File: src/rtl/move_timer_pkg.sv
// Shared constants for the move timer and its period calculator.
// Latency: n/a (constants only).
// Backpressure: n/a.
package move_timer_pkg;

  // Default period arithmetic width and speed/overrun widths
  localparam int DEF_CNT_W       = 26;
  localparam int DEF_SPEED_W     = 3;
  localparam int DEF_OVR_W       = 4;

  // Default game-step timing in clk cycles
  localparam int DEF_BASE_PERIOD = 25_000_000;
  localparam int DEF_STEP_PERIOD = 2_000_000;
  localparam int DEF_MIN_PERIOD  = 3_000_000;

  // Highest selectable speed level
  localparam int MAX_SPEED       = (2 ** DEF_SPEED_W) - 1;

endpackage

File: src/rtl/move_period_calc.sv
// Maps a speed level to a step period: BASE - speed*STEP, clamped up to MIN.
// Latency: purely combinational.
// Backpressure: none; output follows input continuously.
module move_period_calc
  import move_timer_pkg::*;
#(
  parameter int CNT_W       = DEF_CNT_W,
  parameter int BASE_PERIOD = DEF_BASE_PERIOD,
  parameter int STEP_PERIOD = DEF_STEP_PERIOD,
  parameter int MIN_PERIOD  = DEF_MIN_PERIOD,
  parameter int SPEED_W     = DEF_SPEED_W
) (
  input  logic [SPEED_W-1:0] i_speed,
  output logic [CNT_W-1:0]   o_period
);

  // One spare bit above the product width so a negative difference shows in the MSB
  localparam int PW = CNT_W + SPEED_W + 1;

  logic [PW-1:0] w_prod;
  logic [PW-1:0] w_diff;
  logic          w_neg;
  logic          w_low;

  assign w_prod   = PW'(i_speed) * PW'(STEP_PERIOD);
  assign w_diff   = PW'(BASE_PERIOD) - w_prod;
  assign w_neg    = w_diff[PW-1];
  assign w_low    = (w_diff < PW'(MIN_PERIOD));
  assign o_period = (w_neg || w_low) ? CNT_W'(MIN_PERIOD) : w_diff[CNT_W-1:0];

endmodule

File: src/rtl/move_timer.sv
// Divides clk into game steps; raises a sticky move flag per step, counts steps lost to a pending flag.
// Latency: tick/move one cycle after the last count of a period; move clears one cycle after ack.
// Backpressure: none; unacknowledged steps are dropped and counted in a saturating overrun counter.
module move_timer
  import move_timer_pkg::*;
#(
  parameter int CNT_W       = DEF_CNT_W,
  parameter int BASE_PERIOD = DEF_BASE_PERIOD,
  parameter int STEP_PERIOD = DEF_STEP_PERIOD,
  parameter int MIN_PERIOD  = DEF_MIN_PERIOD,
  parameter int SPEED_W     = DEF_SPEED_W,
  parameter int OVR_W       = DEF_OVR_W
) (
  input  logic               clk,
  input  logic               clr,
  input  logic               en,
  input  logic [SPEED_W-1:0] speed,
  input  logic               ack,
  input  logic               ovr_clr,
  output logic               move,
  output logic               tick,
  output logic [OVR_W-1:0]   ovr_cnt
);

  logic [CNT_W-1:0] r_cnt;
  logic [CNT_W-1:0] r_period;
  logic             r_tick;
  logic             r_move;
  logic [OVR_W-1:0] r_ovr;

  logic [CNT_W-1:0] w_period;
  logic             w_last;
  logic             w_wrap;
  logic             w_ovr_sat;

  move_period_calc #(
    .CNT_W       (CNT_W),
    .BASE_PERIOD (BASE_PERIOD),
    .STEP_PERIOD (STEP_PERIOD),
    .MIN_PERIOD  (MIN_PERIOD),
    .SPEED_W     (SPEED_W)
  ) u_period_calc (
    .i_speed  (speed),
    .o_period (w_period)
  );

  // Wrap happens on the last count of the latched period, only while counting
  assign w_last    = (r_cnt == (r_period - CNT_W'(1)));
  assign w_wrap    = en && w_last;
  assign w_ovr_sat = &r_ovr;

  // Period counter: speed is only latched at a period boundary or while idle,
  // so a speed change never truncates a running period
  always_ff @(posedge clk) begin
    if (clr) begin
      r_cnt    <= '0;
      r_tick   <= 1'b0;
      r_period <= w_period;
    end else if (!en) begin
      r_cnt    <= '0;
      r_tick   <= 1'b0;
      r_period <= w_period;
    end else if (w_last) begin
      r_cnt    <= '0;
      r_tick   <= 1'b1;
      r_period <= w_period;
    end else begin
      r_cnt    <= r_cnt + CNT_W'(1);
      r_tick   <= 1'b0;
    end
  end

  // Sticky move flag: a new step overrides a same-cycle ack
  always_ff @(posedge clk) begin
    if (clr) begin
      r_move <= 1'b0;
    end else if (w_wrap) begin
      r_move <= 1'b1;
    end else if (ack) begin
      r_move <= 1'b0;
    end
  end

  // Overrun counter: a step is lost only if the previous one is still pending and not being acked
  always_ff @(posedge clk) begin
    if (clr) begin
      r_ovr <= '0;
    end else if (ovr_clr) begin
      r_ovr <= '0;
    end else if (w_wrap && r_move && !ack && !w_ovr_sat) begin
      r_ovr <= r_ovr + OVR_W'(1);
    end
  end

  assign move    = r_move;
  assign tick    = r_tick;
  assign ovr_cnt = r_ovr;

endmodule

File: config.mk
export PLATFORM = sky130hd
export DESIGN_NAME = move_timer
export DESIGN_NICKNAME = d
export VERILOG_FILES = /design/src/rtl/move_timer_pkg.sv /design/src/rtl/move_period_calc.sv /design/src/rtl/move_timer.sv
export SDC_FILE = /design/constraint.sdc
export NUM_CORES = 1
export LEC_CHECK = 0
export CAP_MARGIN = 20
export CORE_AREA = 2 2 77 79
export DETAILED_ROUTE_END_ITERATION = 16
export DIE_AREA = 0 0 79 81
export MAX_ROUTING_LAYER = met4
export PLACE_DENSITY_LB_ADDON = 0.12
export SYNTH_ARGS = -nofsm -noshare
export SYNTH_HDL_FRONTEND = slang
export SYNTH_SLANG_ARGS = --single-unit
File: constraint.sdc
create_clock -name clk -period 4.65 [get_ports clk]
set_clock_uncertainty 0.2 [all_clocks]
set_input_delay 0.6975 -clock clk [delete_from_list [all_inputs] [get_ports clk]]
set_output_delay 0.6975 -clock clk [all_outputs]
set_load 0.02 [all_outputs]
==> flow_summary.ini <==
[setup_path]
critPathLaunch = speed[0]
worstPathArrival_ns = 3.84
critPathMostFrequentCell = inv_1
worstReg2RegStart = r_period[19]
ff2ff_path_depth = 5
cpPeakStageDelay_ns = 0.60
startpoint_type = input port
criticalPathCategory = in -> reg
cp_max_fo = 11
crit_path_end = r_period[8]
crit_path_end_kind = register
reg2reg_slack_ns = 1.90
r2r-end = r_period[17]
crit_required_ns = 4.52
worstPathCellList = clkdlybuf4s50_1 -> inv_1 -> fa_1 -> inv_1 -> ha_1 -> a21oi_1 -> xor2_1 -> nor4b_1 -> nand4b_1 -> and2_1
cp_slowest_cell = fa_1

[timing]
period_needed_ns = 3.978
fmax_mhz = 251.4
finalCritPeriodShare_pct = 85.54
rsz0062_at_grt = false
max-slew-margin-rel_pct = 54.27
maxSlewViolCount = 0
holdWs_ns = 0.2938
setup_slack_ns = 0.6724
fin_tns_setup_ns = 0
setup_viol = 0
worstMarginPinSlew_ns = 0.6860
finalHoldViolCount = 0

[floorplanning]
core_um2 = 5675
placementRows = 28
die_h_um = 81
die_area_um2 = 6399
initial_core_util_pct = 48.19
die_x_um = 79
pin_count = 14

[global_routing]
first_global_vias = 1857
grt_first_pass_wirelength_mm = 8.452
grtUsageTotal_pct = 17.25
antenna_found_initial = 0
grt_max_degree = 24
overflow = 0

[clock_tree]
numCtsBuffers = 5
cts_max_path_buffers = 2
ctsResizeCount = 0
clk_pin_slew_ns = 0.09
cts-hold-fix-buffers = 0
tritoncts = done
cts_setup_buffers = 0
cts.sinks = 48
htreeDepth = 2
clk_latency_ns = 0.30
root_buffer = clkbuf_8

[placement]
place_area_um2 = 2955
port_buffers = 13
hpwl_mm = 3.864
routabilityCongestion = 0.7874
pre_cts_ws_ns = 0.3754

[logic_synthesis]
synth_edf_count = 16
ys_types = 45
synth.cell_area_um2 = 2735
synthArstFlopShare_pct = 0
synth_top_area_share_pct = 23.42
synth_seq_cells = 48
ys_top_cells_by_area = dfxtp_1, edfxtp_1, xor2_1
synthCells = 286
syn-num-nets = 311
yosys_warnings = 0
synth.most_common_cell = nor2_1
syn_area_per_cell_um2 = 9.563
yosysSeqAreaShare_pct = 40.99
synth_top_area_cell = dfxtp_1
synth_commonest_cells = nor2_1, dfxtp_1, xor2_1
ys.flop_type = dfxtp_1

[routing]
drt_iter0_drc = 84
vias = 2017
wl_per_cell_um = 13.27
viasPerCell = 5.322
drc = 0
detail-route-antenna-nets = 0
first_pass_iters = 4
routed_wl_mm = 5.031

[power]
leakagePower_nw = 1.137
ir_worst_vdd_v = 0.0001778
powerDensity_nw_per_um2 = 335.2

[hold_path]
hold_class = reg -> reg

[status]
status = finished clean

[cells_and_area]
area_growth_pct = 13.86
final_area_um2 = 3114
antenna_cells = 0
drive_gt1_share_pct = 6.250
final_nets = 328

[job]
max-cap-violations = 0
-- layout make-up --
type,count,area (um2)
inverter,9,33.78
multi-input combinational,223,1554
clock buffer,5,68.82
clock inverter,3,90.09
fill,542,2561
tap,75,93.84
sequential,48,1121
timing repair buffer,16,152.6
-- metal layers --
| layer | up-vias | routed length, um | GRT usage, % | part of all wire, % |
|---|---|---|---|---|
| li1 | 1036 | - | - | - |
| met1 | 934 | 2350 | 21.51 | 47 |
| met2 | 40 | 2407 | 28.73 | 48 |
| met4 | 0 | 102 | 5.517 | 2.0 |
| met3 | 7 | 170 | 3.000 | 3.4 |
| met5 | - | 0 | - | 0 |
-- worst min-delay path by stage --
stage	from	end	slack, ns	cells after the start
after floorplan	r_cnt[0]	r_cnt[0]	0.24	1
after global placement	r_cnt[0]	r_cnt[0]	0.26	1
after detailed placement	r_cnt[0]	r_cnt[0]	0.27	1
after CTS	r_cnt[0]	r_cnt[0]	0.29	1
after global routing	r_cnt[0]	r_cnt[0]	0.32	1
final	ovr_cnt[3]	ovr_cnt[3]	0.29	2
-- placed cells by master (no fill, tap or decap), drive strengths merged, types with 13 or more instances in the layout --
master	count
ha	15
nand2	16
nand4	15
dfxtp	32
edfxtp	16
nor2	37
clkdlybuf4s50	13
nand3	20
xnor2	25
xor2	27
-- power breakdown --
group / switching [mW] / total, mW / internal, mW
Combinational: 0.0871 / 0.156 / 0.0685
Clock: 0.137 / 0.406 / 0.269
Sequential: 0.0135 / 0.482 / 0.469
Total: 0.238 / 1.04 / 0.806
-- worst max-delay path: cells and delay by family --
family | cells | cell delay (ns)
compound gates | 1 | 0.21
xor+xnor | 1 | 0.18
fa+ha+maj | 2 | 0.91
buf+inv | 3 | 0.80
simple gates | 3 | 1.05
-- cell families after synthesis --
group	share of synthesized area (%)
compound gates	6.222
xor+xnor	16.93
fa+ha+maj	8.326
buf+inv	2.196
flops	40.99
mux	0.3660
simple gates	24.98
-- sequential cells by signal, summed over array words and instances (netlist names) --
signal / count
move: 1
r_cnt: 26
r_period: 16
ovr_cnt: 4
tick: 1
-- metrics by stage --
step           utilization, %  instances  power, mW
4_1_cts                 54.87        379      1.052
5_1_grt                 54.87        379      1.087
3_5_place_dp            52.07        371     0.6477
6_report                54.87        379      1.044
3_3_place_gp            52.07        371     0.6465
2_1_floorplan               -        286     0.6073
Power figures use the tool's default switching activity.
